### src/rtl/performance_ch_erase_collector_pkg.sv
// Shared widths and FSM state encodings for the channel erase statistics collector.
package performance_ch_erase_collector_pkg;

  localparam int SLV_DATA_WD = 32;

  typedef enum logic [2:0] {
    ST_IDLE     = 3'd0,
    ST_CAPTURE  = 3'd1,
    ST_DIVIDE   = 3'd2,
    ST_UPDATE   = 3'd3,
    ST_ACK      = 3'd4,
    ST_WAIT_LOW = 3'd5
  } state_t;

endpackage

### src/rtl/perf_seq_divider.sv
// Unsigned restoring divider, one quotient bit per cycle, DIVIDEND_WD cycles after start.
// A zero divisor yields a zero quotient instead of all-ones.
module perf_seq_divider #(
  parameter int DIVIDEND_WD = 32,
  parameter int DIVISOR_WD  = 10
) (
  input  logic                   clk,
  input  logic                   rst_n,
  input  logic                   start,
  input  logic [DIVIDEND_WD-1:0] dividend,
  input  logic [DIVISOR_WD-1:0]  divisor,
  output logic                   done,
  output logic [DIVIDEND_WD-1:0] quotient
);

  localparam int CNT_WD = $clog2(DIVIDEND_WD + 1);

  logic [DIVIDEND_WD-1:0] quo_q;
  logic [DIVISOR_WD-1:0]  rem_q;
  logic [DIVISOR_WD-1:0]  dvs_q;
  logic [CNT_WD-1:0]      cnt_q;
  logic [DIVISOR_WD:0]    trial;
  logic                   fits;
  logic [DIVISOR_WD-1:0]  rem_nxt;

  // quo_q starts as the dividend and shifts quotient bits in from the bottom
  assign trial   = {rem_q, quo_q[DIVIDEND_WD-1]};
  assign fits    = (dvs_q != '0) && (trial >= {1'b0, dvs_q});
  assign rem_nxt = fits ? (trial[DIVISOR_WD-1:0] - dvs_q) : trial[DIVISOR_WD-1:0];

  assign done     = (cnt_q == CNT_WD'(1));
  assign quotient = quo_q;

  always_ff @(posedge clk or negedge rst_n) begin
    if (!rst_n) begin
      quo_q <= '0;
      rem_q <= '0;
      dvs_q <= '0;
      cnt_q <= '0;
    end else if (start) begin
      quo_q <= dividend;
      rem_q <= '0;
      dvs_q <= divisor;
      cnt_q <= CNT_WD'(DIVIDEND_WD);
    end else if (cnt_q != '0) begin
      quo_q <= {quo_q[DIVIDEND_WD-2:0], fits};
      rem_q <= rem_nxt;
      cnt_q <= cnt_q - CNT_WD'(1);
    end
  end

endmodule

### src/rtl/performance_ch_erase_collector.sv
// Per-batch erase latency statistics: average cycles per erase, running max, batch count.
// Max tracking is built only when PERF_ERASE_MAX_TRACK_EN is defined.
//
// state       | meaning
// IDLE        | waiting for i_erase_ready
// CAPTURE     | snapshot count and request count into the divider
// DIVIDE      | iterative divide, DATA_WD cycles
// UPDATE      | write avg/max/batch statistics
// ACK         | one-cycle copy-complete pulse
// WAIT_LOW    | hold until i_erase_ready drops
module performance_ch_erase_collector
  import performance_ch_erase_collector_pkg::*;
#(
  parameter int DATA_WD  = SLV_DATA_WD,
  parameter int REQ_WD   = 10,
  parameter int BATCH_WD = 16
) (
  input  logic                i_bus_clk,
  input  logic                i_bus_rst_n,
  input  logic                i_erase_ready,
  input  logic [DATA_WD-1:0]  i_erase_cnt,
  input  logic [REQ_WD-1:0]   i_erase_req_cnt,
  output logic                o_erase_cnt_cp_cmplt,
  input  logic                i_clear,
  output logic [DATA_WD-1:0]  o_erase_avg,
  output logic [DATA_WD-1:0]  o_erase_avg_max,
  output logic [BATCH_WD-1:0] o_batch_cnt,
  output logic                o_busy
);

  state_t             state_q, state_d;
  logic               div_done;
  logic [DATA_WD-1:0] quotient;

  perf_seq_divider #(
    .DIVIDEND_WD (DATA_WD),
    .DIVISOR_WD  (REQ_WD)
  ) u_div (
    .clk      (i_bus_clk),
    .rst_n    (i_bus_rst_n),
    .start    (state_q == ST_CAPTURE),
    .dividend (i_erase_cnt),
    .divisor  (i_erase_req_cnt),
    .done     (div_done),
    .quotient (quotient)
  );

  always_ff @(posedge i_bus_clk or negedge i_bus_rst_n) begin
    if (!i_bus_rst_n) state_q <= ST_IDLE;
    else              state_q <= state_d;
  end

  always_comb begin
    state_d = state_q;
    case (state_q)
      ST_IDLE:     if (i_erase_ready) state_d = ST_CAPTURE;
      ST_CAPTURE:  state_d = ST_DIVIDE;
      ST_DIVIDE:   if (div_done) state_d = ST_UPDATE;
      ST_UPDATE:   state_d = ST_ACK;
      ST_ACK:      state_d = ST_WAIT_LOW;
      ST_WAIT_LOW: if (!i_erase_ready) state_d = ST_IDLE;
      default:     state_d = ST_IDLE;
    endcase
  end

  always_comb begin
    o_busy               = (state_q != ST_IDLE);
    o_erase_cnt_cp_cmplt = (state_q == ST_ACK);
  end

  // clear has priority over a coincident UPDATE, discarding that batch
  always_ff @(posedge i_bus_clk or negedge i_bus_rst_n) begin
    if (!i_bus_rst_n) begin
      o_erase_avg <= '0;
      o_batch_cnt <= '0;
    end else if (i_clear) begin
      o_erase_avg <= '0;
      o_batch_cnt <= '0;
    end else if (state_q == ST_UPDATE) begin
      o_erase_avg <= quotient;
      if (o_batch_cnt != '1) o_batch_cnt <= o_batch_cnt + BATCH_WD'(1);
    end
  end

`ifdef PERF_ERASE_MAX_TRACK_EN
  always_ff @(posedge i_bus_clk or negedge i_bus_rst_n) begin
    if (!i_bus_rst_n)                                         o_erase_avg_max <= '0;
    else if (i_clear)                                         o_erase_avg_max <= '0;
    else if (state_q == ST_UPDATE && quotient > o_erase_avg_max) o_erase_avg_max <= quotient;
  end
`else
  assign o_erase_avg_max = '0;
`endif

endmodule

### config.mk
export PLATFORM = sky130hd
export DESIGN_NAME = performance_ch_erase_collector
export DESIGN_NICKNAME = d
export VERILOG_FILES = /design/src/rtl/performance_ch_erase_collector_pkg.sv /design/src/rtl/perf_seq_divider.sv /design/src/rtl/performance_ch_erase_collector.sv
export SDC_FILE = /design/constraint.sdc
export NUM_CORES = 1
export LEC_CHECK = 0
export ABC_AREA = 0
export BUFFER_PORTS_ARGS = -buffer_cell sky130_fd_sc_hd__buf_2
export CORE_MARGIN = 2
export CORE_UTILIZATION = 54
export DETAILED_ROUTE_END_ITERATION = 6
export GPL_ROUTABILITY_DRIVEN = 0
export PLACE_DENSITY_LB_ADDON = 0.2
export SLEW_MARGIN = 20
export SYNTH_ARGS = -nofsm -noshare
export SYNTH_HDL_FRONTEND = slang
export SYNTH_SLANG_ARGS = --single-unit
### constraint.sdc
create_clock -name i_bus_clk -period 2.93 [get_ports i_bus_clk]
set_clock_uncertainty 0.15 [all_clocks]
set_input_delay 0.4395 -clock i_bus_clk [delete_from_list [all_inputs] [get_ports i_bus_clk]]
set_output_delay 0.4395 -clock i_bus_clk [all_outputs]
set_load 0.005 [all_outputs]
==> results.yml <==
setup_path:
  crit_slowest_cell: "ha_1"
  max_stage_delay_ns: 0.38
  worst-path-buf-inv: 1
  cp_num_cells: 8
  worstPathRequired_ns: 3.10
  arrival_ns: 2.73
  crit_chain: "inv_1 > ha_1 > a21o_1 > a211o_1 > a31oi_1 > a21o_2 > mux2_1 > a21oi_1"
  crit_type: "register to register"
  cp_max_fo: 6
  worst_r2r_path_depth: 8
  critical-path-top-delay-family: "compound AO/OA/AOI/OAI gates"
  cp-end-kind: "register"
  startpoint_type: "register"
detailed_routing:
  wire_per_inst_um: 15.0
  firstDrtPassIters: 4
  postRouteAntennaNets: 0
  vias: 4378
  drtIter0Drc: 167
  post-route-drc-count: 0
  vias_per_cell: 5.49
  wl_mm: 11.9
floorplanning:
  start_util_pct: 55.8
  die_w_um: 105
  die_h_um: 105
  die_area_sq_um: 10900
  pin_count: 128
  num_rows: 36
  core-area_sq_um: 9770
power:
  pwr-share-clk_pct: 17.3
  switching_share_pct: 39.9
  power_frac_comb_pct: 44.8
  peakVddDrop_v: 0.000604
  p_int_w: 0.00392
  p_leak_nw: 3.09
  pwr-share-seq_pct: 37.9
  p_sw_w: 0.00260
  powerDensity_nw_per_um2: 1050
final_layout:
  area_delta_synth_final_pct: 13.9
  final_layout_size_suffix_gt1_share_pct: 20.2
  final_cell_mix: "dfrtp_1 (109), buf_2 (94), nand2_1 (93)"
  utilization_pct: 63.6
  multi_input_area_sq_um: 2440
  antenna_cells: 0
  fin_nets: 719
  final_common_cell: "dfrtp_1"
  regArea_sq_um: 2730
  n_fill_cell: 859
sta:
  fmax_mhz: 390
  tightest_slew_ns: 0.649
  period_minus_slack_ns: 2.57
  rsz0062_at_grt: "no"
  setup_viol_count_final: 0
  timing.final.max_slew_violations: 0
  finalCritPeriodShare_pct: 87.6
  slew_headroom_pct: 56.7
  hold_viol_final: 0
  tns_ns: 0
min_path:
  whs_path_depth: 3
  hp-class: "input pin to register"
grt:
  grt_usage_pct: 22.7
  grt_remaining_overflow: 0
  antenna_found_initial: 0
  grt_pass1_wl_mm: 20.1
  grt_max_degree: 62
  grt_pass1_vias: 4250
synthesis:
  syn_area_per_cell_sq_um: 9.49
  ys_warn_count: 0
  netlist_area_sq_um: 5460
  synthCells: 575
  synth_enable_flop_cells: 0
  synth_top_flop_cell: "dfrtp_1"
  ys_seq_elements: 109
  ys_types: 51
  ys_seq_area_share_pct: 50.0
  synthArstFlopShare_pct: 100
clock_network:
  h-tree-depth: 3
  clk-insertion-delay-late_ns: 0.39
  cts_root_buffer: "clkbuf_8"
  cts.sinks: 109
  cts_hold_buf: 1
  cts_resized: 0
  path_clk_slew_ns: 0.10
  clockBufferDepth: 2
  cts_inserted_buffers: 9
  cts_tree: "yes"
  cts_setup_buffers: 0
placed_design:
  portBuffers: 95
  dp_hpwl_mm: 8.12
run:
  drv_cap: 0
outcome:
  status: "finished, final reports clean"
## cell type report
| class | instances | area share, % |
|---|---|---|
| tap | 133 | 2.68 |
| timing repair buffer | 103 | 9.10 |
| sequential | 109 | 43.9 |
| inverter | 17 | 1.03 |
| multi-input combinational | 419 | 39.2 |
| clock inverter | 6 | 1.89 |
| clock buffer | 10 | 2.21 |
## flip-flops by register name, indices dropped and copies added (netlist names)
signal          flops
u_div.dvs_q        10
u_div.quotient     32
o_batch_cnt        16
state_q             3
u_div.cnt_q         6
u_div.rem_q        10
o_erase_avg        32
## synthesized netlist by cell type (4+ instances only)
master	instances	area share (%)
nand2b_1	5	0.57
xnor2_1	15	2.4
nor3_1	4	0.37
clkbuf_1	25	1.7
o21ai_0	24	2.2
nand4_1	7	0.80
xor2_1	5	0.80
a22o_1	32	5.1
a31oi_1	35	4.0
buf_4	33	4.5
nand3_1	9	0.83
a21oi_1	21	1.9
a211oi_1	5	0.69
nor2_1	69	4.7
dfrtp_1	109	50
ha_1	13	3.0
mux2i_1	4	0.73
nand2_1	93	6.4
inv_1	17	1.2
## kinds of logic after synthesis
kind of cell             share of synthesized area (%)
adder cells (fa/ha/maj)                           3.35
XOR/XNOR                                          3.21
other                                           0.0687
AND/OR/NAND/NOR                                   17.7
multiplexers                                      1.15
buffers and inverters                             7.68
AO/OA/AOI/OAI                                     16.9
flip-flops                                        50.0
## power by group through the flow
stage                     Combinational (W)  Clock, W  Sequential, W
after floorplan                     0.00228         0        0.00237
after global placement              0.00279         0        0.00247
after detailed placement            0.00290         0        0.00250
after CTS                           0.00293   0.00114        0.00246
after global routing                0.00332   0.00121        0.00254
final                               0.00292   0.00113        0.00247
## worst paths after layout
kind | startpoint | to | slack (ns)
worst max-delay path | u_div.dvs_q[8] | u_div.rem_q[1] | 0.36
worst min-delay path | i_erase_req_cnt[0] | u_div.dvs_q[0] | 0.1
worst max register to register | u_div.dvs_q[8] | u_div.rem_q[1] | 0.36
worst min register to register | o_erase_avg[11] | o_erase_avg[11] | 0.36
max in group asynchronous | i_bus_rst_n | u_div.quotient[18] | 1.43
min in group asynchronous | i_bus_rst_n | o_batch_cnt[6] | 0.47
## worst register-to-register path, cell delays in order, from the launching register on
cell and delay (ns):
dfrtp_1 0.37, inv_1 0.06, ha_1 0.38, a21o_1 0.21, a211o_1 0.28, a31oi_1 0.30, a21o_2 0.26, mux2_1 0.33
a21oi_1 0.15
## per-stage QoR
step / cell area [sq um] / setup WS [ns] / instances / power (W) / hold WS (ns)
after floorplan: 5570 / 0.583 / 606 / 0.00465 / -0.00609
after global placement: 5950 / 0.526 / 780 / 0.00526 / 0.332
after detailed placement: 5950 / 0.385 / 780 / 0.00540 / 0.336
after CTS: 6220 / 0.352 / 797 / 0.00654 / 0.0964
after global routing: 6220 / 0.233 / 797 / 0.00707 / 0.107
final: 6220 / 0.363 / 797 / 0.00652 / 0.0971
## metal layers
metal  GRT usage, %  vias to the layer above  part of all wire (%)
met3           4.14                       19                   5.0
met4           7.24                        0                   1.6
li1               -                     2097                     -
met1           29.8                     2125                    44
met2           38.1                      137                    50
met5              0                        -                     0
No activity file was read; power rests on OpenSTA's default activity.
